File: config.mk
export PLATFORM = sky130hd
export DESIGN_NAME = bch_syndrome_gen_flat
export DESIGN_NICKNAME = d
export VERILOG_FILES = /design/src/rtl/bch_syndrome_gen_if.sv /design/src/rtl/bch_syndrome_gen.sv /design/src/flat_wrapper.sv
export SDC_FILE = /design/constraint.sdc
export NUM_CORES = 1
export LEC_CHECK = 0
export CAP_MARGIN = 5
export CORE_MARGIN = 4
export CORE_UTILIZATION = 45
export DETAILED_ROUTE_END_ITERATION = 6
export GPL_TIMING_DRIVEN = 0
export SYNTH_ARGS = -nofsm -noshare
export SYNTH_HDL_FRONTEND = slang
export SYNTH_SLANG_ARGS = --single-unit
File: constraint.sdc
create_clock -name clk -period 1.95 [get_ports clk]
set_input_delay 0.39 -clock clk [delete_from_list [all_inputs] [get_ports clk]]
set_output_delay 0.39 -clock clk [all_outputs]
set_load 0.01 [all_outputs]
File: src/rtl/bch_syndrome_gen_if.sv
`default_nettype none
// ============================================================================
//  Module      : bch_syndrome_gen_if
//  Description : Bundle of the received-bit input stream and the syndrome
//                output stream of the BCH(15,k) syndrome generator.
//                master : upstream / observer side (drives in_valid, in_bit)
//                slave  : syndrome generator side (drives busy and out_*)
//  Signals     : in_valid      qualifies in_bit, CW_LEN consecutive cycles
//                in_bit        received bit, r14 first, r0 last
//                busy          generator accumulating or streaming
//                out_valid     one cycle per syndrome, NUM_SYN per frame
//                out_syndrome  S1..S(NUM_SYN), zero when out_valid is low
//                out_clean     frame had all-zero syndromes
//  Revision    : 1.0 - initial release
// ============================================================================
interface bch_syndrome_gen_if;
    logic       in_valid;
    logic       in_bit;
    logic       busy;
    logic       out_valid;
    logic [3:0] out_syndrome;
    logic       out_clean;

    modport master (
        output in_valid,
        output in_bit,
        input  busy,
        input  out_valid,
        input  out_syndrome,
        input  out_clean
    );

    modport slave (
        input  in_valid,
        input  in_bit,
        output busy,
        output out_valid,
        output out_syndrome,
        output out_clean
    );
endinterface
`default_nettype wire

File: src/rtl/bch_syndrome_gen.sv
`default_nettype none
// ============================================================================
//  Module      : bch_syndrome_gen
//  Description : BCH(15,k) syndrome generator over GF(2^4), p(x)=x^4+x+1.
//                Accepts a 15-bit received word serially (r14 first) and
//                evaluates S_j = r(alpha^j), j=1..2T, by Horner's rule, then
//                streams the syndromes one per cycle, S1 first.
//  Ports       : clk      clock, rising edge
//                rst      synchronous active-high reset
//                i_if     bch_syndrome_gen_if.slave (in_valid, in_bit, busy,
//                         out_valid, out_syndrome, out_clean)
//  Parameters  : T        correctable errors (1..7), NUM_SYN = 2*T
//                CW_LEN   codeword length, only 15 is supported
//  Options     : SYN_POWER_FORM_EN - when defined, out_syndrome carries the
//                exponent e of alpha^e (15 encodes zero) via a log table.
//  Revision    : 1.0 - initial release
// ============================================================================
module bch_syndrome_gen #(
    parameter int T      = 3,
    parameter int CW_LEN = 15
) (
    input  wire logic         clk,
    input  wire logic         rst,
    bch_syndrome_gen_if.slave i_if
);

    localparam int         c_NUM_SYN  = 2 * T;
    localparam logic [3:0] c_LAST_BIT = 4'(CW_LEN - 1);
    localparam logic [3:0] c_LAST_IDX = 4'(c_NUM_SYN - 1);

    localparam logic [1:0] c_IDLE = 2'd0;
    localparam logic [1:0] c_ACC  = 2'd1;
    localparam logic [1:0] c_OUT  = 2'd2;

    // Multiply a field element by alpha^n. With n constant this collapses to
    // a fixed XOR matrix: each step is a left shift with x^4 folded back as
    // x+1.
    function automatic logic [3:0] f_mul_alpha_pow(input logic [3:0] x, input int n);
        logic [3:0] v;
        v = x;
        for (int k = 0; k < n; k++) begin
            v = {v[2:0], 1'b0} ^ (v[3] ? 4'b0011 : 4'b0000);
        end
        return v;
    endfunction

`ifdef SYN_POWER_FORM_EN
    // Discrete log: walks alpha^0..alpha^14; zero has no log and maps to 15.
    function automatic logic [3:0] f_gf_log(input logic [3:0] x);
        logic [3:0] p;
        logic [3:0] e_out;
        p     = 4'd1;
        e_out = 4'd15;
        for (int e = 0; e < 15; e++) begin
            if (p == x) begin
                e_out = 4'(e);
            end
            p = f_mul_alpha_pow(p, 1);
        end
        return e_out;
    endfunction
`endif

    logic [1:0]                  r_state;
    logic [1:0]                  w_next_state;
    logic [c_NUM_SYN-1:0][3:0]   r_syn;
    logic [c_NUM_SYN-1:0][3:0]   w_acc;
    logic [3:0]                  r_bit_cnt;
    logic [3:0]                  r_out_idx;
    logic                        r_clean;
    logic [3:0]                  w_sel;
    logic                        w_last_bit;
    logic                        w_out_last;

    assign w_last_bit = (r_bit_cnt == c_LAST_BIT);
    assign w_out_last = (r_out_idx == c_LAST_IDX);

    // One Horner step per syndrome: S_j <- S_j * alpha^j + r_i
    for (genvar g = 0; g < c_NUM_SYN; g++) begin : g_syn
        assign w_acc[g] = f_mul_alpha_pow(r_syn[g], g + 1) ^ {3'b000, i_if.in_bit};
    end

    // ---------------- state register ----------------
    always_ff @(posedge clk) begin
        if (rst) begin
            r_state <= c_IDLE;
        end else begin
            r_state <= w_next_state;
        end
    end

    // ---------------- next-state logic ----------------
    always_comb begin
        w_next_state = r_state;
        case (r_state)
            c_IDLE: begin
                if (i_if.in_valid) begin
                    w_next_state = c_ACC;
                end
            end
            c_ACC: begin
                // A gap in in_valid mid-frame abandons the frame.
                if (!i_if.in_valid) begin
                    w_next_state = c_IDLE;
                end else if (w_last_bit) begin
                    w_next_state = c_OUT;
                end
            end
            c_OUT: begin
                if (w_out_last) begin
                    w_next_state = c_IDLE;
                end
            end
            default: w_next_state = c_IDLE;
        endcase
    end

    // ---------------- datapath registers ----------------
    always_ff @(posedge clk) begin
        if (rst) begin
            r_syn     <= '0;
            r_bit_cnt <= 4'd0;
            r_out_idx <= 4'd0;
            r_clean   <= 1'b0;
        end else begin
            case (r_state)
                c_IDLE: begin
                    if (i_if.in_valid) begin
                        // First bit seeds every accumulator (Horner start).
                        r_syn     <= {c_NUM_SYN{3'b000, i_if.in_bit}};
                        r_bit_cnt <= 4'd1;
                        r_out_idx <= 4'd0;
                        r_clean   <= 1'b0;
                    end
                end
                c_ACC: begin
                    if (i_if.in_valid) begin
                        r_syn     <= w_acc;
                        r_bit_cnt <= r_bit_cnt + 4'd1;
                        // Cleanliness is captured from the final syndromes
                        // as they are written, and then held for the burst.
                        if (w_last_bit) begin
                            r_clean <= (w_acc == '0);
                        end
                    end
                end
                c_OUT: begin
                    r_out_idx <= r_out_idx + 4'd1;
                end
                default: ;
            endcase
        end
    end

    // Syndrome selector; the compare loop avoids indexing a non-power-of-two
    // array with a wider counter.
    always_comb begin
        w_sel = 4'd0;
        for (int k = 0; k < c_NUM_SYN; k++) begin
            if (r_out_idx == 4'(k)) begin
                w_sel = r_syn[k];
            end
        end
    end

    // ---------------- output logic ----------------
    always_comb begin
        i_if.busy         = (r_state != c_IDLE);
        i_if.out_valid    = (r_state == c_OUT);
        i_if.out_clean    = (r_state == c_OUT) && r_clean;
        i_if.out_syndrome = 4'd0;
        if (r_state == c_OUT) begin
`ifdef SYN_POWER_FORM_EN
            i_if.out_syndrome = f_gf_log(w_sel);
`else
            i_if.out_syndrome = w_sel;
`endif
        end
    end

endmodule
`default_nettype wire
File: src/flat_wrapper.sv
// flat-port wrapper written by rule: the top's interface ports become plain ports
module bch_syndrome_gen_flat 
#(
    parameter int T      = 3,
    parameter int CW_LEN = 15
)
  (clk, rst, i_if_in_valid, i_if_in_bit, i_if_busy, i_if_out_valid, i_if_out_syndrome, i_if_out_clean);
  bch_syndrome_gen_if i_if_i ();
  input  wire logic clk;
  input  wire logic rst;
  input wire logic [$bits(i_if_i.in_valid)-1:0] i_if_in_valid;
  input wire logic [$bits(i_if_i.in_bit)-1:0] i_if_in_bit;
  output wire logic [$bits(i_if_i.busy)-1:0] i_if_busy;
  output wire logic [$bits(i_if_i.out_valid)-1:0] i_if_out_valid;
  output wire logic [$bits(i_if_i.out_syndrome)-1:0] i_if_out_syndrome;
  output wire logic [$bits(i_if_i.out_clean)-1:0] i_if_out_clean;
  assign i_if_i.in_valid = i_if_in_valid;
  assign i_if_i.in_bit = i_if_in_bit;
  assign i_if_busy = i_if_i.busy;
  assign i_if_out_valid = i_if_i.out_valid;
  assign i_if_out_syndrome = i_if_i.out_syndrome;
  assign i_if_out_clean = i_if_i.out_clean;
  bch_syndrome_gen #(.T(T), .CW_LEN(CW_LEN)) u_core (.clk(clk), .rst(rst), .i_if(i_if_i));
endmodule
==> results of run 1 <==
Yosys cell counts, drive strengths merged:
cell type	n	share of area
buf	5	0.020
and3b	1	0.0041
or2	1	0.0029
a21oi	19	0.045
o21bai	2	0.0071
mux2	2	0.011
ha	6	0.035
nor3b	3	0.011
a311oi	3	0.012
or4b	1	0.0047
a2bb2oi	4	0.016
nor3	6	0.014
nand2b	6	0.018
o31ai	1	0.0035
o211ai	4	0.014
and3	1	0.0029
and2	4	0.012
xnor2	8	0.042
a31oi	2	0.0059
clkbuf	18	0.032
nand3b	5	0.018
nand3	8	0.019
or3	6	0.018
nor4	2	0.0059
a21o	1	0.0035
nor2b	4	0.012
nand4	2	0.0059
nand2	17	0.030
nor2	38	0.067
a211oi	5	0.018
xor2	9	0.037
or4	2	0.0071
a222oi	1	0.0047
a22oi	17	0.060
o21ai	18	0.042
inv	3	0.0053
dfxtp	35	0.33
or3b	1	0.0041
kinds of logic after synthesis:
kind of cell | Yosys count | share of synthesized area
simple gates | 108 | 0.255
fa+ha+maj | 6 | 0.0354
mux | 2 | 0.0106
flops | 35 | 0.330
buf+inv | 26 | 0.0572
xor+xnor | 17 | 0.0790
compound gates | 77 | 0.233
worst max-delay path: stages, from the launching register on:
cell and delay, ns:
dfxtp_4 0.40, inv_4 0.06, ha_4 0.17, and2_4 0.18
a21oi_2 0.14, a2bb2oi_2 0.15, a21oi_1 0.07, buf_2 0.14
layer usage:
metal / share of wire / track usage / routed length [um] / vias up
met5: 0 / 0 / 0 / -
met4: 0.011 / 0.0634 / 68 / 0
met3: 0.045 / 0.0445 / 269 / 7
met2: 0.48 / 0.341 / 2860 / 37
met1: 0.46 / 0.274 / 2750 / 932
li1: - / - / - / 995
flip-flops by register name, indices dropped and copies added (netlist names):
signal            count
u_core.r_syn         24
u_core.r_bit_cnt      4
u_core.r_out_idx      4
u_core.r_state        2
u_core.r_clean        1
per-stage QoR:
| step | power (W) | std cells |
|---|---|---|
| after floorplan | 0.000867 | 271 |
| after global placement | 0.000915 | 332 |
| after detailed placement | 0.000915 | 332 |
| after CTS | 0.00150 | 340 |
| after global routing | 0.00156 | 338 |
| final | 0.00149 | 338 |
where the power goes:
group | total, W | leakage (nW) | switching (W) | internal, W
clock | 0.000593 | 0.0515 | 0.000270 | 0.000323
combinational | 0.000150 | 0.570 | 0.0000917 | 0.0000579
sequential | 0.000751 | 0.286 | 0.0000243 | 0.000727
cell type report:
cell class	instances	area (um2)	share of cell area
Clock buffer	8	100	0.0398
Tap cell	52	65.1	0.0259
Inverter	3	16.3	0.00646
Multi-Input combinational cell	210	1420	0.562
Sequential cell	35	709	0.282
Buffer	18	114	0.0453
Timing Repair Buffer	12	96.3	0.0383
how the worst max path moves through the flow:
| stage | end | slack (ns) | depth (start not counted) |
|---|---|---|---|
| 2_1_floorplan | i_if_out_syndrome[0] | 0.20 | 7 |
| 4_1_cts | i_if_out_syndrome[3] | -0.06 | 7 |
| 3_5_place_dp | u_core.r_state[1] | -0.54 | 7 |
| 5_1_grt | i_if_out_syndrome[0] | -0.13 | 8 |
| 3_3_place_gp | u_core.r_state[1] | -0.54 | 7 |
| 6_report | i_if_out_syndrome[1] | -0.04 | 7 |
what timing repair did:
| action | 4_1_cts | 5_1_grt |
|---|---|---|
| gates resized for setup | 59 | 15 |
| pin swaps | 8 | 5 |
| buffers inserted | 3 | 0 |
| setup endpoints to repair | 17 | 20 |
==> results, run 1 <==
- The flow ran to the end, but the final reports show violations.
- The final reports fail on setup timing.
- The tightest min-delay check is of the register to register type.
- The maximum count of clock buffers along a single path is 2.
- The endpoint identified for the worst register-to-register timing path is u_core.r_clean.
- Summed over all layers, the global routing overflow is 0.
- The final period demand of the worst path is 1.99 ns.
- The via count of the first global-routing pass is 1,914.
- The worst vdd rail ir drop is 0.000330 V.
- The type of the setup path with the least slack is register to primary output.
- The mean area per synthesized cell is 7.84 um2.
- In the final timing run, aggregate negative setup slack is -0.148 ns.
- The power per cell area is 594 nW/um2.
- The later pin in the worst-skew pair is clocked with a latency of 0.29 ns.
- The final number of max-transition violations is 0.
- The critical path startpoint is u_core.r_out_idx[1].
- TritonCTS built the clock tree.
- The average wire length per cell after detail routing is 17.6 um.
- The first detailed-routing pass ran for 4 iterations.
- The final design utilization is 0.562.
- The synthesized instance count is 271.
- The net count of the mapped netlist is 281.
- The register-to-register setup slack is 0.14 ns.
- The portion of the clock cycle consumed by the worst path in the final layout is 1.02.
- The count of nets after finishing is 295.
- The count of standard-cell rows is 24.
- The clock root buffer is clkbuf_8.
- On the final layout, the worst hold slack is 0.501 ns.
- The sort of element at the end of the critical path is a primary output.
- Counting distinct cell types in the post-synthesis netlist gives 41.
- The placeable core area is 4470 um2.
- The final number of hold-violating endpoints is 0.
- The detail route stage leaves a number of antenna-violating nets equal to 0.
- The detailed-route via count is 1,971.
- The portion of the post-synthesis area used by sequential elements is 0.330.
- The count of H-tree levels built during CTS is 2.
- The die covers 5880 um2.
- Timing analysis after detailed placement gives a worst setup slack of -0.536 ns.
- Synthesis inferred 35 register bits.
- Leaving out fill and tap cells, the most frequent cell in the layout is nor2_1.
- The pin count of the biggest net entering global routing is 11.
- The post-route cell area is 2520 um2.
- In the layout the commonest cells are 38 x nor2_1, 32 x dfxtp_1, 17 x a22oi_1, 16 x nand2_1.
- In the final layout, the share of cells above drive strength 1 is 0.189.
- Measured in cells, the most critical reg-to-reg path has a length of 4.
- The count of input and output buffers is 9.
- For the worst setup path, the data arrival time is 1.60 ns.
- The number of buffers inserted by hold repair at cts is 0.
- The number of setup violations in the final report is 4.
- The static leakage is 0.908 nW.
- In the routed layout, each cell is associated on average with a via count of 5.83.
- The repair_antennas step left the layout with diodes totalling 0.
- The CTS sink count is 35.
- For the pin with the worst max-slew slack, the measured transition is 0.640 ns.
- After layout, the worst setup slack is -0.0446 ns.
- After synthesis the cells add up to 2120 um2.
- On the final layout, the worst clock skew is 0.00757 ns.
- The startpoint identified for the worst hold timing path is u_core.r_bit_cnt[2].
- 11 I/O pins were placed.
- Summed over all layers, the routed wires come to 5950 um.
- After detailed routing, the number of remaining DRC violations is 0.
- Routability-driven placement finished with a final weighted congestion of 0.825.
- The number of filler cells placed in the layout is 427.
- The die extent in x is 76.7 um.
- The number of violations reported at the end of detailed-routing iteration 0 is 169.
- The initial utilization of the core area, before any placement, comes to 0.475.
- The cell area after placement is 2280 um2.
- The max-cap violation count is 0.
- The clock buffer count from CTS is 5.
- The worst register-to-register path begins at u_core.r_syn[3].
- The post-synthesis to final-layout area growth is 18.5%.
- The final HPWL from detailed placement is 4020 um.
- The achievable clock frequency is 501 MHz.
- The number of antenna violations at the first check in global routing is 0.
- The aggregate global-route resource usage is 0.209.
- The required time of the critical path is 1.56 ns.
- Setup repair after global routing could not meet its margin everywhere.
- The chip height is 76.7 um.
- Along the worst path, the maximum fanout reaches 4.
- The first global-routing pass estimated 9640 um of wire.
- The endpoint of the worst hold path is u_core.r_bit_cnt[2].
- The count of yosys warnings during synthesis is 0.
- The number of cells on the worst hold path is 2.
- The worst slew slack as a fraction of its limit is 0.573.
- The worst setup path is launched from a register.
- The clock-pin slew on the worst setup and hold paths is 0.08 ns.
Note: power is estimated with default switching activity, not from simulation.
==> inputs of run 2 (changes only) <==
--- a/config.mk
+++ b/config.mk
@@ -6,7 +6,6 @@
 export NUM_CORES = 1
 export LEC_CHECK = 0
 export CAP_MARGIN = 5
-export CORE_MARGIN = 4
 export CORE_UTILIZATION = 45
 export DETAILED_ROUTE_END_ITERATION = 6
 export GPL_TIMING_DRIVEN = 0
==> run 2 against run 1 <==
  * The flow finishes with violations (DRC, setup timing)
  * Critical path depth unchanged
  * Utilization up 0.66 points
  * Worst setup slack worse by 0.011 ns
  * Fmax fell by 0.57%
  * Sequential power barely moved
  * Combinational power is essentially flat
  * Clock skew shrank 0.0028 ns
  * Design area up 0.50%
  * Global-route usage increased by 4.2 points
  * Register-to-register slack improved by 0.10 ns
  * First-iteration DRC count shrank 30%
==> results, run 2 (synthesized netlist as in run 1, its figures left out) <==
- The worst slew slack as a fraction of its limit was 0.535 (-0.0387).
- The required time of the critical path was 1.56 ns (about the same).
- The count of nets after finishing is 296 (+0.34%).
- The clock buffer count from CTS came to 5 (unchanged).
- The final HPWL from detailed placement is 3990 um (-0.92%).
- The flow ran to the end, but the final reports show violations.
- The number of setup violations in the final report is 4 (unchanged).
- The detailed-route vias per instance is 5.91 (+1.3%).
- The count of H-tree levels built during CTS came to 2 (unchanged).
- The worst setup path is launched from a register.
- Tracing the worst setup path back leads to its startpoint at u_core.r_out_idx[1].
- The count of standard-cell rows is 24 (unchanged).
- The final number of hold-violating endpoints was 0 (unchanged).
- The TritonCTS clock tree is built.
- The destination of the worst register-to-register timing path is u_core.r_clean.
- The placeable core area is 4440 um2 (-0.67%).
- The chip height is 70.7 um (-7.8%).
- The detailed-route via count is 2,002 (+1.6%).
- The top-level I/O count is 11 (unchanged).
- The maximum count of clock buffers along a single path is 2 (unchanged).
- The static leakage is 0.912 nW (+0.46%).
- Compared with the post-synthesis result, the final layout area differs by 19.1%.
- The clock root buffer is clkbuf_8.
- The number of antenna violations at the first check in global routing is 0 (unchanged).
- The flip-flop count of the largest register, all copies and words added was 24 (unchanged).
- The count of input and output buffers was 9 (unchanged).
- The largest registers in the layout are u_core.r_syn (24), u_core.r_bit_cnt (4), u_core.r_out_idx (4).
- The fraction of layout instances using a drive strength above 1 is 0.202 (+0.0133).
- The final period demand of the worst path came to 2.01 ns (+0.0115 ns).
- The portion of the clock cycle consumed by the worst path in the final layout came to 1.03 (+0.00589).
- The final number of max-transition violations is 0 (unchanged).
- The die extent in x is 70.7 um (-7.8%).
- By startpoint and endpoint, the worst setup path is classified as register to primary output.
- The sort of element at the end of the critical path is a primary output.
- The achievable clock frequency is 498 MHz (-0.57%).
- The number of search-and-repair iterations in the first detailed-routing pass was 6 (+2).
- The global route total overflow is 0 (unchanged).
- The max-cap violation count was 0 (unchanged).
- The wire length of the first global-routing pass is 9630 um (-0.15%).
- The routability-driven placement congestion ratio is 0.876 (+6.1%).
- The number of standard cells in the layout, taps in and fillers out was 339 (+0.30%).
- The worst-case setup margin in the final layout came to -0.0561 ns (-0.0115 ns).
- The total negative setup slack is -0.161 ns (-0.0125 ns).
- The final routed wirelength across all metal layers came to 5930 um (-0.24%).
- The via count of the first global-routing pass was 1,912 (-0.10%).
- Setup repair after global routing could not meet its margin everywhere.
- The starting density of the core is 0.478 (+0.00321).
- Leaving out fill and tap cells, the most frequent cell in the layout is nor2_1.
- The pin slew with the least headroom to its limit is 0.698 ns (+0.0581 ns).
- The arrival time of data at the critical path endpoint came to 1.62 ns (+0.02 ns).
- The number of filler cells placed in the layout came to 429 (+0.47%).
- The aggregate global-route resource usage is 0.250 (+0.0417).
- The CTS sink count was 35 (unchanged).
- The clock skew after layout is 0.00474 ns (-0.00284 ns).
- The worst hold path class is register to register.
- The clock-pin slew on the worst setup and hold paths is 0.07 ns (about the same).
- The number of cells on the worst hold path was 2 (unchanged).
- The cell count of the worst reg-to-reg path was 5 (+1).
- The antenna diode count is 0 (unchanged).
- The startpoint of the most critical hold path is u_core.r_bit_cnt[2].
- The area occupied by multi-input gates is 1420 um2 (+0.62%).
- The placed instance count is 332 (unchanged).
- For hold timing, the worst endpoint is u_core.r_bit_cnt[2].
- The launch instance of the worst register-to-register path is u_core.r_state[1].
- The final reports fail on DRC, setup timing.
- The register name with the most flops is u_core.r_syn.
- The pin count of the biggest net entering global routing is 11 (unchanged).
- The highest net fanout along the worst path came to 6 (+2).
- The average wire length per cell after detail routing came to 17.5 um (-0.53%).
- The DRC violation count after routing is 3 (+3).
- The worst vdd rail ir drop came to 0.000397 V (+20%).
- The number of buffers inserted by hold repair at cts is 0 (unchanged).
- The power per cell area was 592 nW/um2 (-0.29%).
- The total die area is 5000 um2 (-15%).
- The remaining antenna violation count came to 0 (unchanged).
- The register-to-register setup slack is 0.24 ns (+0.10 ns).
- The number of violations reported at the end of detailed-routing iteration 0 is 118 (-30%).
- The clock insertion delay at the later pin of the skew report is 0.30 ns (about the same).
- The flip-flop and latch area was 708 um2 (-0.18%).
- Leaving out fill and tap cells, the most frequent cells in the layout are 38 x nor2_1, 33 x dfxtp_1, 17 x a22oi_1, 15 x o21ai_0, 14 x nand2_1.
-- run 2: cell types whose count changed in the layout (fill, tap and decap cells not counted), moves of 2 or more --
cell     before  now
nand2_2       1    3
a21oi_2       5    7
a21oi_1      14   12
nand2_1      16   14
-- run 2: critical path, cell delays in order, from the launching register on --
cell and delay [ns]:
dfxtp_4 0.39, inv_4 0.05, ha_4 0.18, buf_4 0.14, o21ai_2 0.11, o211ai_1 0.11
a21oi_1 0.19, buf_2 0.16
-- run 2: worst max-delay path by stage --
stage	to	slack, ns	depth (start not counted)
6_report	i_if_out_syndrome[3]	-0.06	7
5_1_grt	i_if_out_syndrome[3]	-0.14	8
4_1_cts	i_if_out_syndrome[0]	-0.05	7
3_3_place_gp	u_core.r_syn[6]	-0.48	7
2_1_floorplan	i_if_out_syndrome[0]	0.20	7
3_5_place_dp	i_if_out_syndrome[0]	-0.50	7
-- run 2: layout make-up --
| class | count | area share |
|---|---|---|
| multi-input cells | 210 | 0.563 |
| flip-flops and latches | 35 | 0.280 |
| plain buffers | 18 | 0.0440 |
| repair buffers | 13 | 0.0411 |
| clock buffers | 8 | 0.0396 |
| well taps | 52 | 0.0257 |
| inverters | 3 | 0.00643 |
-- run 2: metal layers --
layer  GRT usage  routed length [um]
met5           0                   0
met4       0.122                 138
met3      0.0513                 291
met2       0.382                2690
met1       0.337                2810
-- run 2: what timing repair did --
action,in CTS,in global routing
pin swaps,3,7
resized for setup,51,24
setup buffers,4,0
cloned,0,0
endpoints found under the setup margin,17,20
-- run 2: power by group --
part	internal [W]	total, W	leakage (nW)	switching, W
registers	0.000727	0.000752	0.286	0.0000247
logic	0.0000570	0.000149	0.575	0.0000921
clock network	0.000323	0.000596	0.0515	0.000273
total	0.00111	0.00150	0.912	0.000390
-- run 2: metrics by stage --
step                       util  total power [W]  setup slack [ns]  hold WS [ns]  instance area, um2
after floorplan               -         0.000867             0.201         0.461                2120
after global placement    0.513         0.000915            -0.481         0.491                2280
after detailed placement  0.513         0.000916            -0.497         0.492                2280
after CTS                 0.553          0.00149           -0.0543         0.502                2460
after global routing      0.569          0.00155            -0.138         0.548                2530
final                     0.569          0.00150           -0.0561         0.505                2530
==> inputs of run 3 (changes only) <==
--- a/config.mk
+++ b/config.mk
@@ -9,6 +9,7 @@
 export CORE_UTILIZATION = 45
 export DETAILED_ROUTE_END_ITERATION = 6
 export GPL_TIMING_DRIVEN = 0
+export PLACE_DENSITY_LB_ADDON = 0.08
 export SYNTH_ARGS = -nofsm -noshare
 export SYNTH_HDL_FRONTEND = slang
 export SYNTH_SLANG_ARGS = --single-unit
==> run 3 against run 2 <==
  * The run ends with setup timing left
  * Non-clock buffer count stayed put
  * Sequential share of layout area is 0.32 points higher
  * Clock power is 0.7% higher
  * Design area is 0.79% lower
  * Sequential power hardly changed
  * Worst setup slack worse by 0.0042 ns
==> results, run 3 (synthesized netlist as in run 1, its figures left out) <==
- The top-level I/O count is 11 (unchanged).
- The required time of the critical path was 1.56 ns (about the same).
- The total die area is 5000 um2 (unchanged).
- The chip height is 70.7 um (unchanged).
- The largest registers in the layout are u_core.r_syn (24), u_core.r_bit_cnt (4), u_core.r_out_idx (4).
- The power per cell area is 597 nW/um2 (+0.92%).
- The wire length of the first global-routing pass is 9690 um (+0.64%).
- The clock-pin slew on the worst setup and hold paths is 0.07 ns (about the same).
- The wire length on met3 is 382 um (+31%).
- The placeable core area is 4440 um2 (unchanged).
- The pin slew with the least headroom to its limit is 0.646 ns (-0.0524 ns).
- The nature of the critical path startpoint is a register.
- The worst vdd rail ir drop came to 0.000443 V (+12%).
- The final number of hold-violating endpoints is 0 (unchanged).
- The clock buffer count from CTS was 5 (unchanged).
- The CTS sink count is 35 (unchanged).
- The final routed wirelength across all metal layers is 5840 um (-1.6%).
- The die extent in x came to 70.7 um (unchanged).
- The startpoint identified for the worst register-to-register timing path is u_core.r_syn[3].
- The antenna diode count is 0 (unchanged).
- The static leakage was 0.913 nW (about the same).
- The count of input and output buffers came to 9 (unchanged).
- The area occupied by multi-input gates was 1410 um2 (-1.1%).
- The highest net fanout along the worst path is 4 (-2).
- The flip-flop and latch area came to 711 um2 (+0.35%).
- Routed signal wires occupy layers up through met4.
- The global route total overflow is 0 (unchanged).
- In this run the worst setup path begins at u_core.r_out_idx[1].
- The aggregate global-route resource usage is 0.255 (+0.00429).
- The number of setup violations in the final report is 4 (unchanged).
- The flip-flop count of the largest register, all copies and words added was 24 (unchanged).
- The routability-driven placement congestion ratio is 0.872 (-0.49%).
- The detailed-route vias per instance came to 6.06 (+2.7%).
- The maximum count of clock buffers along a single path came to 2 (unchanged).
- The final period demand of the worst path came to 2.01 ns (+0.00423 ns).
- The portion of the clock cycle consumed by the worst path in the final layout is 1.03 (+0.00217).
- The type of the setup path with the least slack is register to primary output.
- The average wire length per cell after detail routing is 17.2 um (-1.6%).
- The final HPWL from detailed placement is 3930 um (-1.5%).
- The count of nets after finishing is 296 (unchanged).
- The worst-case setup margin in the final layout is -0.0603 ns (-0.00423 ns).
- The count of standard-cell rows came to 24 (unchanged).
- TritonCTS built the clock tree.
- The worst slew slack as a fraction of its limit is 0.569 (+0.0349).
- The post-synthesis to final-layout area growth is 18.1%.
- The number of filler cells placed in the layout came to 426 (-0.70%).
- The number of search-and-repair iterations in the first detailed-routing pass is 5 (-1).
- The worst setup slack before clock tree synthesis came to -0.510 ns (-0.0128 ns).
- The pin count of the biggest net entering global routing was 11 (unchanged).
- The routed length on met2 came to 2680 um (-0.59%).
- The number of violations reported at the end of detailed-routing iteration 0 is 208 (+76%).
- The total power was 0.00150 W (+0.12%).
- The starting density of the core was 0.478 (unchanged).
- The remaining antenna violation count came to 0 (unchanged).
- The fraction of layout instances using a drive strength above 1 is 0.181 (-0.0209).
- The tightest min-delay check is of the register to register type.
- The DRC violation count after routing is 0 (-3).
- Setup repair after global routing could not meet its margin everywhere.
- The clock root buffer is clkbuf_8.
- The via count of the first global-routing pass was 1,870 (-2.2%).
- The arrival time of data at the critical path endpoint is 1.62 ns (about the same).
- The checks that failed: setup timing.
- The run finished, with violations left.
- The register name with the most flops is u_core.r_syn.
- The sort of element at the end of the critical path is a primary output.
- The detailed-route via count is 2,056 (+2.7%).
- The clock skew after layout is 0.00305 ns (-0.00169 ns).
- Leaving out fill and tap cells, the most frequent cell in the layout is nor2_1.
- The achievable clock frequency is 497 MHz (-0.21%).
- The number of antenna violations at the first check in global routing was 0 (unchanged).
- The library cells used most frequently in the layout, excluding fill and tap cells, are 38 x nor2_1, 31 x dfxtp_1, 17 x nand2_1, 17 x a22oi_1.
- The clock insertion delay at the later pin of the skew report is 0.29 ns (about the same).
- The final number of max-transition violations is 0 (unchanged).
- The max-cap violation count came to 0 (unchanged).
- The length of routed wiring on met1 is 2630 um (-6.3%).
- The startpoint of the most critical hold path is u_core.r_bit_cnt[2].
- The count of H-tree levels built during CTS is 2 (unchanged).
==> run 3: cell count changes in the layout (fill, tap and decap cells not counted), sizes merged <==
cell	previous run	this run
dlygate4sd2	2	4
clkdlybuf4s50	1	0
clkdlybuf4s15	1	0
==> run 3: worst paths after layout <==
| check | to | depth (start not counted) | slack (ns) |
|---|---|---|---|
| setup reg to reg | u_core.r_clean | 4 | 0.17 |
| hold / removal | u_core.r_bit_cnt[2] | 2 | 0.50 |
| hold reg to reg | u_core.r_bit_cnt[2] | 2 | 0.50 |
| setup / recovery | i_if_out_syndrome[1] | 7 | -0.06 |
==> run 3: layout make-up <==
cell class,count,share of cell area
multi-input cells,210,0.562
clock buffers,8,0.0399
well taps,52,0.0259
repair buffers,12,0.0374
flip-flops and latches,35,0.283
plain buffers,19,0.0454
inverters,3,0.00648
==> run 3: what timing repair did <==
action / in CTS / in global routing
hold buffers: 0 / 0
hold endpoints to repair: 0 / 0
pin swaps: 4 / 5
endpoints found under the setup margin: 18 / 16
gates resized for setup: 62 / 10
setup buffers: 2 / 1
==> run 3: routing by layer <==
layer,up-vias,GRT usage
met2,77,0.402
met1,967,0.346
met3,13,0.0399
li1,999,-
met5,-,0
met4,0,0.109
==> run 3: report_power, final <==
part,switching [W],internal [W]
sequential,0.0000232,0.000727
clock,0.000277,0.000323
combinational,0.0000919,0.0000563
==> run 3: stage by stage <==
step	TNS (ns)	hold WS, ns	area, um2	utilization	std cells
final	-0.184	0.504	2510	0.564	339
after global routing	-0.486	0.555	2510	0.564	339
after CTS	-0.130	0.504	2480	0.559	338
after detailed placement	-9.50	0.493	2280	0.513	332
after global placement	-8.94	0.490	2280	0.513	332
after floorplan	0	0.461	2120	-	271
==> run 3: critical path: stages, from the launching register on <==
cell and delay, ns:
dfxtp_4 0.39, inv_4 0.05, ha_4 0.17, and2_4 0.17
a21oi_2 0.14, a2bb2oi_2 0.18, a21oi_1 0.08, buf_2 0.14
